$ cat src/rtl/sipo_frame_rx.sv
// Serial frame receiver: start bit, WIDTH data bits LSB-first, optional even parity, stop bit.
// Latency: dout_valid is visible the cycle after the stop-bit strobe. Backpressure: one-word holding register; a full register drops the new frame and pulses overrun.
module sipo_frame_rx #(
    parameter int WIDTH     = 4,
    parameter int PARITY_EN = 1
) (
    input  logic             clk,
    input  logic             clr_n,
    input  logic             din,
    input  logic             din_en,
    output logic [WIDTH-1:0] dout,
    output logic             dout_valid,
    input  logic             dout_ready,
    output logic             parity_err,
    output logic             frame_err,
    output logic             overrun
);

    localparam int CW = $clog2(WIDTH + 1);

    typedef enum logic [1:0] {
        IDLE   = 2'd0,
        DATA   = 2'd1,
        PARITY = 2'd2,
        STOP   = 2'd3
    } state_t;

    state_t            state_q, state_d;
    logic [WIDTH-1:0]  shift_q, shift_d;
    logic [CW-1:0]     cnt_q, cnt_d;
    logic              par_q, par_d;
    logic              perr_q, perr_d;
    logic [WIDTH-1:0]  dout_q, dout_d;
    logic              dout_valid_q, dout_valid_d;
    logic              parity_err_q, parity_err_d;
    logic              frame_err_q, frame_err_d;
    logic              overrun_q, overrun_d;

    always_ff @(posedge clk) begin
        if (!clr_n) begin
            state_q      <= IDLE;
            shift_q      <= '0;
            cnt_q        <= '0;
            par_q        <= 1'b0;
            perr_q       <= 1'b0;
            dout_q       <= '0;
            dout_valid_q <= 1'b0;
            parity_err_q <= 1'b0;
            frame_err_q  <= 1'b0;
            overrun_q    <= 1'b0;
        end else begin
            state_q      <= state_d;
            shift_q      <= shift_d;
            cnt_q        <= cnt_d;
            par_q        <= par_d;
            perr_q       <= perr_d;
            dout_q       <= dout_d;
            dout_valid_q <= dout_valid_d;
            parity_err_q <= parity_err_d;
            frame_err_q  <= frame_err_d;
            overrun_q    <= overrun_d;
        end
    end

    always_comb begin
        state_d      = state_q;
        shift_d      = shift_q;
        cnt_d        = cnt_q;
        par_d        = par_q;
        perr_d       = perr_q;
        dout_d       = dout_q;
        // Handshake runs every cycle, independent of the bit strobe.
        dout_valid_d = dout_valid_q & ~dout_ready;
        parity_err_d = 1'b0;
        frame_err_d  = 1'b0;
        overrun_d    = 1'b0;

        if (din_en) begin
            case (state_q)
                IDLE: begin
                    if (!din) begin
                        state_d = DATA;
                        cnt_d   = '0;
                        par_d   = 1'b0;
                        perr_d  = 1'b0;
                    end
                end
                DATA: begin
                    shift_d = {din, shift_q[WIDTH-1:1]};
                    par_d   = par_q ^ din;
                    cnt_d   = cnt_q + CW'(1);
                    if (cnt_q == CW'(WIDTH - 1)) begin
                        state_d = (PARITY_EN != 0) ? PARITY : STOP;
                    end
                end
                PARITY: begin
                    perr_d  = din ^ par_q;
                    state_d = STOP;
                end
                STOP: begin
                    state_d = IDLE;
                    if (!din) begin
                        frame_err_d = 1'b1;
                    end else if (perr_q) begin
                        parity_err_d = 1'b1;
                    end else if (!dout_valid_q || dout_ready) begin
                        dout_d       = shift_q;
                        dout_valid_d = 1'b1;
                    end else begin
                        overrun_d = 1'b1;
                    end
                end
                default: state_d = IDLE;
            endcase
        end
    end

    assign dout       = dout_q;
    assign dout_valid = dout_valid_q;
    assign parity_err = parity_err_q;
    assign frame_err  = frame_err_q;
    assign overrun    = overrun_q;

endmodule

$ cat config.mk
export PLATFORM = sky130hd
export DESIGN_NAME = sipo_frame_rx
export DESIGN_NICKNAME = d
export VERILOG_FILES = /design/src/rtl/sipo_frame_rx.sv
export SDC_FILE = /design/constraint.sdc
export NUM_CORES = 1
export LEC_CHECK = 0
export ABC_AREA = 0
export BUFFER_PORTS_ARGS = -buffer_cell sky130_fd_sc_hd__buf_4
export CAP_MARGIN = 20
export CORE_MARGIN = 4
export CORE_UTILIZATION = 35
export CTS_CLUSTER_DIAMETER = 100
export CTS_CLUSTER_SIZE = 25
export DETAILED_ROUTE_END_ITERATION = 7
export GPL_ROUTABILITY_DRIVEN = 1
export SLEW_MARGIN = 20
export SYNTH_ARGS = -nofsm -noshare
export SYNTH_HDL_FRONTEND = slang
export SYNTH_SLANG_ARGS = --single-unit
$ cat constraint.sdc
create_clock -name clk -period 4 [get_ports clk]
set_input_delay 0.2 -clock clk [delete_from_list [all_inputs] [get_ports clk]]
set_output_delay 0.2 -clock clk [all_outputs]
set_load 0.01 [all_outputs]
==> results by group, run 1 <==
Global routing
  – Gr ovfl total: 0
  – Largest net degree at the start of global routing: 20
  – GRT Total Usage: 0.0994
  – Initial antenna violation count: 0
  – First-pass GRT wire length: 2.64 mm
  – Vias in the first global route: 621

Place
  – HPWL Detailed: 1.21 mm
  – Dpl ws: 2.52 ns
  – Port-buffer cells: 12
  – Placer Congestion: 0.732

Routing
  – DRC violations left: 0
  – Routed vias/inst: 4.92
  – Drt total wl: 1.61 mm
  – Avg WL per Cell: 11.4 um
  – Violation count after the first detailed-route iteration: 10
  – DR pass1 iterations: 5
  – Post-route ant nets: 0
  – Via count: 694

Clock network
  – Clk sinks: 19
  – CTS resizes: 0
  – Cts-stage hold buffer count: 0
  – Clock root buffer: clkbuf_4
  – TritonCTS clock tree: built
  – CTS clock-pin slew for the worst setup and hold paths: 0.11 ns
  – Post-CTS setup buffers: 0
  – Worst-skew pair later-pin latency: 0.30 ns
  – Htree depth: 1
  – Clock buffer depth: 2
  – CTS buffer count: 3

Floorplanning
  – Die area: 3500 um^2
  – Die extent in y: 59.2 um
  – Core area: 2480 um^2
  – Row cnt: 18
  – Initial Utilization: 0.370
  – Die width: 59.2 um
  – I/O pins: 13

Synth
  – Largest family of logic cells by synthesized area: simple AND/OR/NAND/NOR gates
  – Post-synthesis cell type count: 29
  – Synthesized instance count: 102
  – Adder-cell area share of the yosys netlist: 0.0819
  – Synth Register Bits: 19
  – Sequential fraction of the synthesis area: 0.415
  – Post-synthesis mux area share: 0.0655
  – Complex-gate fraction of the synthesized area: 0.146
  – Post-Synth Simple-Gate Area: 0.211
  – Syn Nets: 113
  – Xor-xnor portion of the synthesized cell area: 0
  – Synth Area per Inst: 8.99 um^2
  – Mapped cell area: 917 um^2
  – Yosys warning count: 0

Power and ir drop
  – Max VDD drop: 0.149 mV
  – Leak pwr: 0.381 nW
  – Overall power: 0.353 mW
  – P per Cell Area: 347 nW/um^2

Timing
  – Max Fclk: 682 MHz
  – Setup tns final: 0 ns
  – Period Utilization, post-route: 0.366
  – Minimum clock period: 1.47 ns
  – Worst-Margin Slew: 0.461 ns
  – Setup WS post-layout: 2.53 ns
  – Slew Viols, Final: 0
  – Clock Skew: 0.00238 ns
  – Relative slew slack: 0.692
  – Final Hold Vio Count: 0
  – RSZ-0062 raised after global routing: false
  – Setup violators final: 0

Critical path
  – Worst Path Required: 4.23 ns
  – Crit Path Max Fanout: 4
  – CP arrival: 1.70 ns
  – Worst Setup Start Kind: flip-flop
  – Crit end category: flip-flop
  – WS Path Type: flip-flop to flip-flop

Finish
  – Fin nets: 123
  – Highest-count cells in the layout ignoring fill and taps: nand2_1 (23), dfxtp_1 (19), buf_4 (12)
  – Ratio of cells with drive above 1 in the final layout: 0.198
  – Area grow syn2layout: 10.8%
  – Diodes inserted: 0
  – Most common cell after layout, fill and taps aside: nand2_1
  – Fillers: 261

Run
  – Max-cap violations: 0

Outcome
  – Status: finished, final reports clean

Hold path
  – Min-Delay Path Class: input port to flip-flop
## cell usage after synthesis
| cell type | number | area (um^2) |
|---|---|---|
| nand2_1 | 23 | 86.3 |
| dfxtp_1 | 19 | 380 |
| a21oi_1 | 7 | 35.0 |
| ha_1 | 6 | 75.1 |
| mux2i_1 | 6 | 60.1 |
| nand3_1 | 5 | 25.0 |
| inv_1 | 4 | 15.0 |
| buf_4 | 3 | 22.5 |
| buf_2 | 2 | 10.0 |
| buf_6 | 2 | 22.5 |
| nand2_2 | 2 | 12.5 |
| nand2b_1 | 2 | 12.5 |
| nor2_1 | 2 | 7.51 |
| nor3_1 | 2 | 10.0 |
| o21ai_0 | 2 | 10.0 |
| o22ai_1 | 2 | 12.5 |
| a21boi_4 | 1 | 18.8 |
| a31o_2 | 1 | 8.76 |
| a31oi_1 | 1 | 6.26 |
| inv_2 | 1 | 3.75 |
| nand3b_1 | 1 | 7.51 |
| nand4b_1 | 1 | 8.76 |
| nand4bb_1 | 1 | 11.3 |
| nor2b_1 | 1 | 6.26 |
| nor4_1 | 1 | 6.26 |
| o21a_1 | 1 | 7.51 |
| o21ai_2 | 1 | 8.76 |
| o21ba_1 | 1 | 10.0 |
| o32ai_2 | 1 | 16.3 |
## metal layers
layer | vias to the layer above | share of wire | track usage
li1 | 363 | - | -
met1 | 313 | 0.51 | 0.124
met2 | 13 | 0.42 | 0.156
met3 | 5 | 0.046 | 0.0283
met4 | 0 | 0.022 | 0.0485
met5 | - | 0 | 0
## worst max-delay path, stage by stage (launching register included)
cell and delay [ns]:
dfxtp_1 0.40, ha_1 0.20, nand4b_1 0.15, nor2b_1 0.41, mux2i_1 0.24
## flip-flops by register name, summed over array words and instances, names as in the netlist
signal	cells
cnt_q	3
overrun	1
frame_err	1
state_q	2
parity_err	1
par_q	1
shift_q	4
perr_q	1
dout_valid	1
dout	4
## cell type report
class | instances | area (um^2) | area share
multi-input combinational | 71 | 463 | 0.456
sequential | 19 | 380 | 0.374
timing repair buffer | 12 | 90.1 | 0.0887
tap | 30 | 37.5 | 0.0369
clock buffer | 4 | 26.3 | 0.0259
inverter | 5 | 18.8 | 0.0185
## per-stage QoR
stage                util  hold WS, ns  instance area [um^2]  instances
detailed placement  0.399        0.449                   990        137
global placement    0.399        0.444                   990        137
CTS                 0.410        0.135                  1020        141
finish              0.410        0.137                  1020        141
floorplan               -        0.401                   917        102
global route        0.410        0.138                  1020        141
## worst paths after layout
check                                start    endpoint  slack (ns)  cells past startpoint
worst max-delay path            state_q[0]     dout[3]        2.53                      4
worst min-delay path                   din   frame_err        0.14                      2
worst max register to register  state_q[0]     dout[3]        2.53                      4
worst min register to register  shift_q[0]  shift_q[0]        0.46                      2
## report_power, final
part / switching (mW) / internal, mW
sequential: 0.00452 / 0.194
clock: 0.0603 / 0.0389
combinational: 0.0337 / 0.0212
total: 0.0986 / 0.254
## logic make-up after synthesis
logic type	after synthesis
and+or+nand+nor	41
DFF	19
AOI/OAI and AO/OA	18
buffers and inverters	12
muxes	6
adders and majority gates	6
Power figures use the tool's default switching activity.
==> inputs of run 2 (changes only) <==
--- a/config.mk
+++ b/config.mk
@@ -5,7 +5,7 @@
 export SDC_FILE = /design/constraint.sdc
 export NUM_CORES = 1
 export LEC_CHECK = 0
-export ABC_AREA = 0
+export ABC_AREA = 1
 export BUFFER_PORTS_ARGS = -buffer_cell sky130_fd_sc_hd__buf_4
 export CAP_MARGIN = 20
 export CORE_MARGIN = 4
==> constraint.sdc (replaced) <==
create_clock -name clk -period 1.4 [get_ports clk]
set_input_delay 0.07 -clock clk [delete_from_list [all_inputs] [get_ports clk]]
set_output_delay 0.07 -clock clk [all_outputs]
set_load 0.01 [all_outputs]
==> results by group, run 2 <==
Power and ir drop
  – Leak pwr: 0.478 nW
  – Psw: 0.285 mW
  – Max VDD drop: 0.652 mV
  – Sequential power share: 0.568
  – Clk pwr share: 0.271
  – Comb pwr share: 0.162
  – Sw frac: 0.278
  – P per Cell Area: 973 nW/um^2
  – Pint: 0.739 mW

Synth
  – Yosys top cell by area: dfxtp_1
  – Syn Nets: 135
  – Synth Register Bits: 19
  – Yosys warning count: 0
  – Ranking of synthesized cells by area: dfxtp_1 (43%), inv_1 (11%), nand2_1 (11%)
  – Mapped cell area: 890 um^2
  – EDFF count, synth: 0
  – Synth Area per Inst: 7.17 um^2
  – Commonest cells in the netlist: inv_1 (27), nand2_1 (27), dfxtp_1 (19)
  – Synthesized instance count: 124
  – Top_reg_cell synth: dfxtp_1
  – Ys async rst share: 0
  – Area share of the largest cell type after synthesis: 0.428
  – Sequential fraction of the synthesis area: 0.428
  – Post-synthesis cell type count: 15

Outcome
  – Status: finished, final reports clean

Critical path
  – WS Path Type: flip-flop to flip-flop
  – Worst Setup Start Kind: flip-flop
  – Crit path buffers/inverters: 1
  – CP arrival: 1.51 ns
  – CP top delay family: flip-flops
  – CP cell instances: inv_1 > ha_1 > nand2_1 > nand2_2 > a21oi_1 > nor2_1 > nor2_1
  – Critical Path Slowest Stage Cell: dfxtp_2
  – Worst Path Required: 1.64 ns
  – Max incr delay on CP: 0.36 ns
  – Crit end category: flip-flop
  – Crit Path Max Fanout: 5
  – CP most frequent cell: nor2_1

Floorplanning
  – Row cnt: 18
  – Die extent in y: 58.4 um
  – Die area: 3410 um^2
  – I/O pins: 13
  – Die width: 58.4 um
  – Core area: 2450 um^2
  – Initial Utilization: 0.362

Routing
  – DRC violations left: 0
  – Drt total wl: 1.61 mm
  – DR pass1 iterations: 4
  – Violation count after the first detailed-route iteration: 11
  – Post-route ant nets: 0
  – Via count: 752
  – Avg WL per Cell: 9.49 um
  – Routed vias/inst: 4.42

Clock network
  – Worst-skew pair later-pin latency: 0.30 ns
  – Clock buffer depth: 2
  – Clk sinks: 19
  – Clock root buffer: clkbuf_4
  – TritonCTS clock tree: built
  – Htree depth: 1
  – CTS clock-pin slew for the worst setup and hold paths: 0.10 ns
  – Post-CTS setup buffers: 0
  – CTS buffer count: 3

Timing
  – Relative slew slack: 0.828
  – Worst-Margin Slew: 0.258 ns
  – Setup violators final: 0
  – Final Hold Vio Count: 0
  – Clock Skew: 0.00254 ns
  – Period Utilization, post-route: 0.903
  – Slew Viols, Final: 0
  – Max Fclk: 791 MHz
  – RSZ-0062 raised after global routing: false
  – Minimum clock period: 1.26 ns
  – Setup tns final: 0 ns

Place
  – Placer Congestion: 0.866
  – HPWL Detailed: 1.23 mm
  – Port-buffer cells: 12

Finish
  – Ratio of cells with drive above 1 in the final layout: 0.157
  – Most common cell after layout, fill and taps aside: inv_1
  – Highest-count cells in the layout ignoring fill and taps: inv_1 (27), nand2_1 (26), dfxtp_1 (17)
  – Final core utilization: 0.429
  – Fin nets: 152
  – Area grow syn2layout: 18.3%
  – Diodes inserted: 0

Global routing
  – GRT Total Usage: 0.108
  – Gr ovfl total: 0
  – Vias in the first global route: 674
  – First-pass GRT wire length: 2.82 mm
  – Largest net degree at the start of global routing: 14
  – Initial antenna violation count: 0

Hold path
  – Min-Delay Path Class: input port to flip-flop

Run
  – Max-cap violations: 0
## run 2: cell types whose count changed in the layout (fill, tap and decap cells not counted), moves of 3 or more
cell	change
inv_1	+23
nor2_1	+12
mux2i_1	-6
o21ai_0	+4
a21oi_1	+3
nand2_1	+3
## run 2: final cells by class
cell class	instances	area, um^2
inverters	27	101
clock buffers	4	26.3
fillers	246	1400
well taps	30	37.5
multi-input cells	77	404
repair buffers	13	100
flip-flops and latches	19	383
## run 2: kinds of logic (layout without fill, tap and decap cells)
group,after synthesis,after routing,share of synthesized area
AO/OA/AOI/OAI,16,16,0.0900
buffers and inverters,28,44,0.127
AND/OR/NAND/NOR,55,55,0.271
flip-flops,19,19,0.428
adder cells (fa/ha/maj),6,6,0.0844
## run 2: through the flow
stage               instance area [um^2]  hold slack [ns]  total power, mW  worst slack [ns]  cells
finish                              1050           0.0615             1.02             0.136    170
global route                        1050           0.0416             1.10           0.00461    170
CTS                                 1040           0.0463             1.04            0.0281    170
detailed placement                  1010            0.289            0.749            0.0752    165
global placement                    1010            0.293            0.745             0.144    165
floorplan                            890            0.142            0.707             0.221    124
## run 2: worst min-delay path, stage by stage
cell and delay, ns:
buf_4 0.16, nand2_1 0.07, nor2_1 0.03
## run 2: worst paths after layout
kind / startpoint / end / slack, ns / cells past startpoint
max: state_q[0] / state_q[1] / 0.14 / 7
min: clr_n / dout[2] / 0.06 / 3
max reg2reg: state_q[0] / state_q[1] / 0.14 / 7
min reg2reg: shift_q[0] / shift_q[0] / 0.47 / 2
## run 2: power groups by stage
stage | combinational [mW] | sequential, mW | clock, mW
after global routing | 0.187 | 0.585 | 0.332
after floorplan | 0.117 | 0.590 | 0
final | 0.165 | 0.581 | 0.277
after global placement | 0.154 | 0.591 | 0
after detailed placement | 0.157 | 0.592 | 0
after CTS | 0.161 | 0.580 | 0.301
## run 2: metal layers
metal,up-vias,GRT usage,share of wire
met5,-,0,0
met3,4,0.0395,0.049
met2,12,0.172,0.47
met4,0,0.0497,0.017
li1,407,-,-
met1,329,0.130,0.47
## run 2: timing repair
action                     in CTS  in global routing
setup endpoints to repair       0                  7
hold endpoints to repair        1                  0
gates resized for setup         0                  4
hold buffers                    1                  0
==> inputs of run 3 (changes only) <==
--- a/config.mk
+++ b/config.mk
@@ -10,10 +10,10 @@
 export CAP_MARGIN = 20
 export CORE_MARGIN = 4
 export CORE_UTILIZATION = 35
+export CTS_BUF_LIST = sky130_fd_sc_hd__clkbuf_4
 export CTS_CLUSTER_DIAMETER = 100
 export CTS_CLUSTER_SIZE = 25
 export DETAILED_ROUTE_END_ITERATION = 7
-export GPL_ROUTABILITY_DRIVEN = 1
 export SLEW_MARGIN = 20
 export SYNTH_ARGS = -nofsm -noshare
 export SYNTH_HDL_FRONTEND = slang
==> results by group, run 3 (synthesis results as in run 2) <==
Floorplanning
  – Initial Utilization: 0.362
  – Row cnt: 18
  – Die area: 3410 um^2
  – Die width: 58.4 um
  – Die extent in y: 58.4 um
  – Core area: 2450 um^2
  – I/O pins: 13

Place
  – Port-buffer cells: 12
  – Area post-placement: 1010 um^2
  – Placer Congestion: 0.866
  – Post-placement cell count: 165
  – HPWL Detailed: 1.23 mm

Finish
  – Highest-count cells in the layout ignoring fill and taps: inv_1 (27), nand2_1 (26), dfxtp_1 (17)
  – Post-Layout Inst Area: 1060 um^2
  – Final core utilization: 0.430
  – Most common cell after layout, fill and taps aside: inv_1
  – Fillers: 245
  – Diodes inserted: 0
  – Area grow syn2layout: 18.7%
  – Ratio of cells with drive above 1 in the final layout: 0.164
  – Non-Filler Instances: 170
  – Fin nets: 152

Clock network
  – CTS buffer count: 3
  – CTS clock-pin slew for the worst setup and hold paths: 0.10 ns
  – Worst-skew pair later-pin latency: 0.30 ns
  – TritonCTS clock tree: built
  – Clock buffer depth: 2
  – Clock root buffer: clkbuf_4
  – Htree depth: 1
  – Post-CTS setup buffers: 0
  – Clk sinks: 19

Routing
  – Routed vias/inst: 4.35
  – Drt total wl: 1.60 mm
  – Avg WL per Cell: 9.42 um
  – Via count: 740
  – DRC violations left: 0
  – Top layer in use: met4
  – Post-route ant nets: 0
  – DR pass1 iterations: 4
  – Routed length on met2: 758 um
  – M1 WL: 739 um
  – Met3 wire length: 83 um
  – Violation count after the first detailed-route iteration: 14

Critical path
  – Worst Path Required: 1.64 ns
  – Cells on worst reg2reg path: 7
  – Worst Setup Start Kind: flip-flop
  – CP arrival: 1.50 ns
  – Crit Path Max Fanout: 5
  – Crit end category: flip-flop
  – WS Path Type: flip-flop to flip-flop

Hold path
  – Min-Delay Path Class: input port to flip-flop
  – Hold path cells: 3

Global routing
  – GRT Total Usage: 0.106
  – Largest net degree at the start of global routing: 14
  – Gr ovfl total: 0
  – Initial antenna violation count: 0
  – First-pass GRT wire length: 2.75 mm
  – Vias in the first global route: 663

Timing
  – Setup violators final: 0
  – Relative slew slack: 0.828
  – Period Utilization, post-route: 0.896
  – Minimum clock period: 1.25 ns
  – Max Fclk: 797 MHz
  – Clock Skew: 0.00235 ns
  – Setup tns final: 0 ns
  – Final Hold Vio Count: 0
  – Hold slack: 0.0561 ns
  – Slew Viols, Final: 0
  – RSZ-0062 raised after global routing: false
  – Worst-Margin Slew: 0.258 ns

Power and ir drop
  – Leak pwr: 0.482 nW
  – Max VDD drop: 0.738 mV
  – P per Cell Area: 991 nW/um^2

Run
  – Max-cap violations: 0

Outcome
  – Status: finished, final reports clean
## run 3: cell counts in the layout (fill, tap and decap cells not counted)
No cell type changed its count.
## run 3: stage by stage
| stage | power (mW) | setup WS (ns) |
|---|---|---|
| global route | 1.12 | 0.0118 |
| detailed placement | 0.749 | 0.0752 |
| finish | 1.05 | 0.146 |
| floorplan | 0.707 | 0.221 |
| CTS | 1.06 | 0.0568 |
| global placement | 0.745 | 0.144 |
## run 3: critical path: stages (launching register included)
cell and delay [ns]:
dfxtp_2 0.36, inv_1 0.06, ha_1 0.22, nand2_1 0.11
nand2_2 0.10, a21oi_1 0.18, nor2_1 0.06, nor2_1 0.09
## run 3: path summary, 6_finish.rpt
kind	from	to	slack, ns
worst max-delay path	state_q[0]	state_q[1]	0.15
worst min-delay path	clr_n	dout[2]	0.06
worst max register to register	state_q[0]	state_q[1]	0.15
worst min register to register	shift_q[0]	shift_q[0]	0.47
## run 3: timing repair
item	in CTS	in global routing
hold buffers	1	0
resized for setup	0	4
setup endpoints to repair	0	6
endpoints found under the hold margin	1	0
## run 3: report_power, final
group	leakage, nW	internal, mW	switching, mW
logic	0.309	0.0621	0.103
clock network	0.0184	0.131	0.170
registers	0.155	0.566	0.0152
## run 3: cell type report
type | instances | area [um^2] | area share
Multi-Input combinational cell | 77 | 404 | 0.383
Timing Repair Buffer | 13 | 100 | 0.0948
Tap cell | 30 | 37.5 | 0.0355
Clock buffer | 4 | 30.0 | 0.0284
Sequential cell | 19 | 383 | 0.363
Inverter | 27 | 101 | 0.0960
## run 3: routing by layer
metal,up-vias,GRT usage
met2,14,0.164
met1,316,0.129
met4,0,0.0497
li1,408,-
met3,2,0.0395
met5,-,0
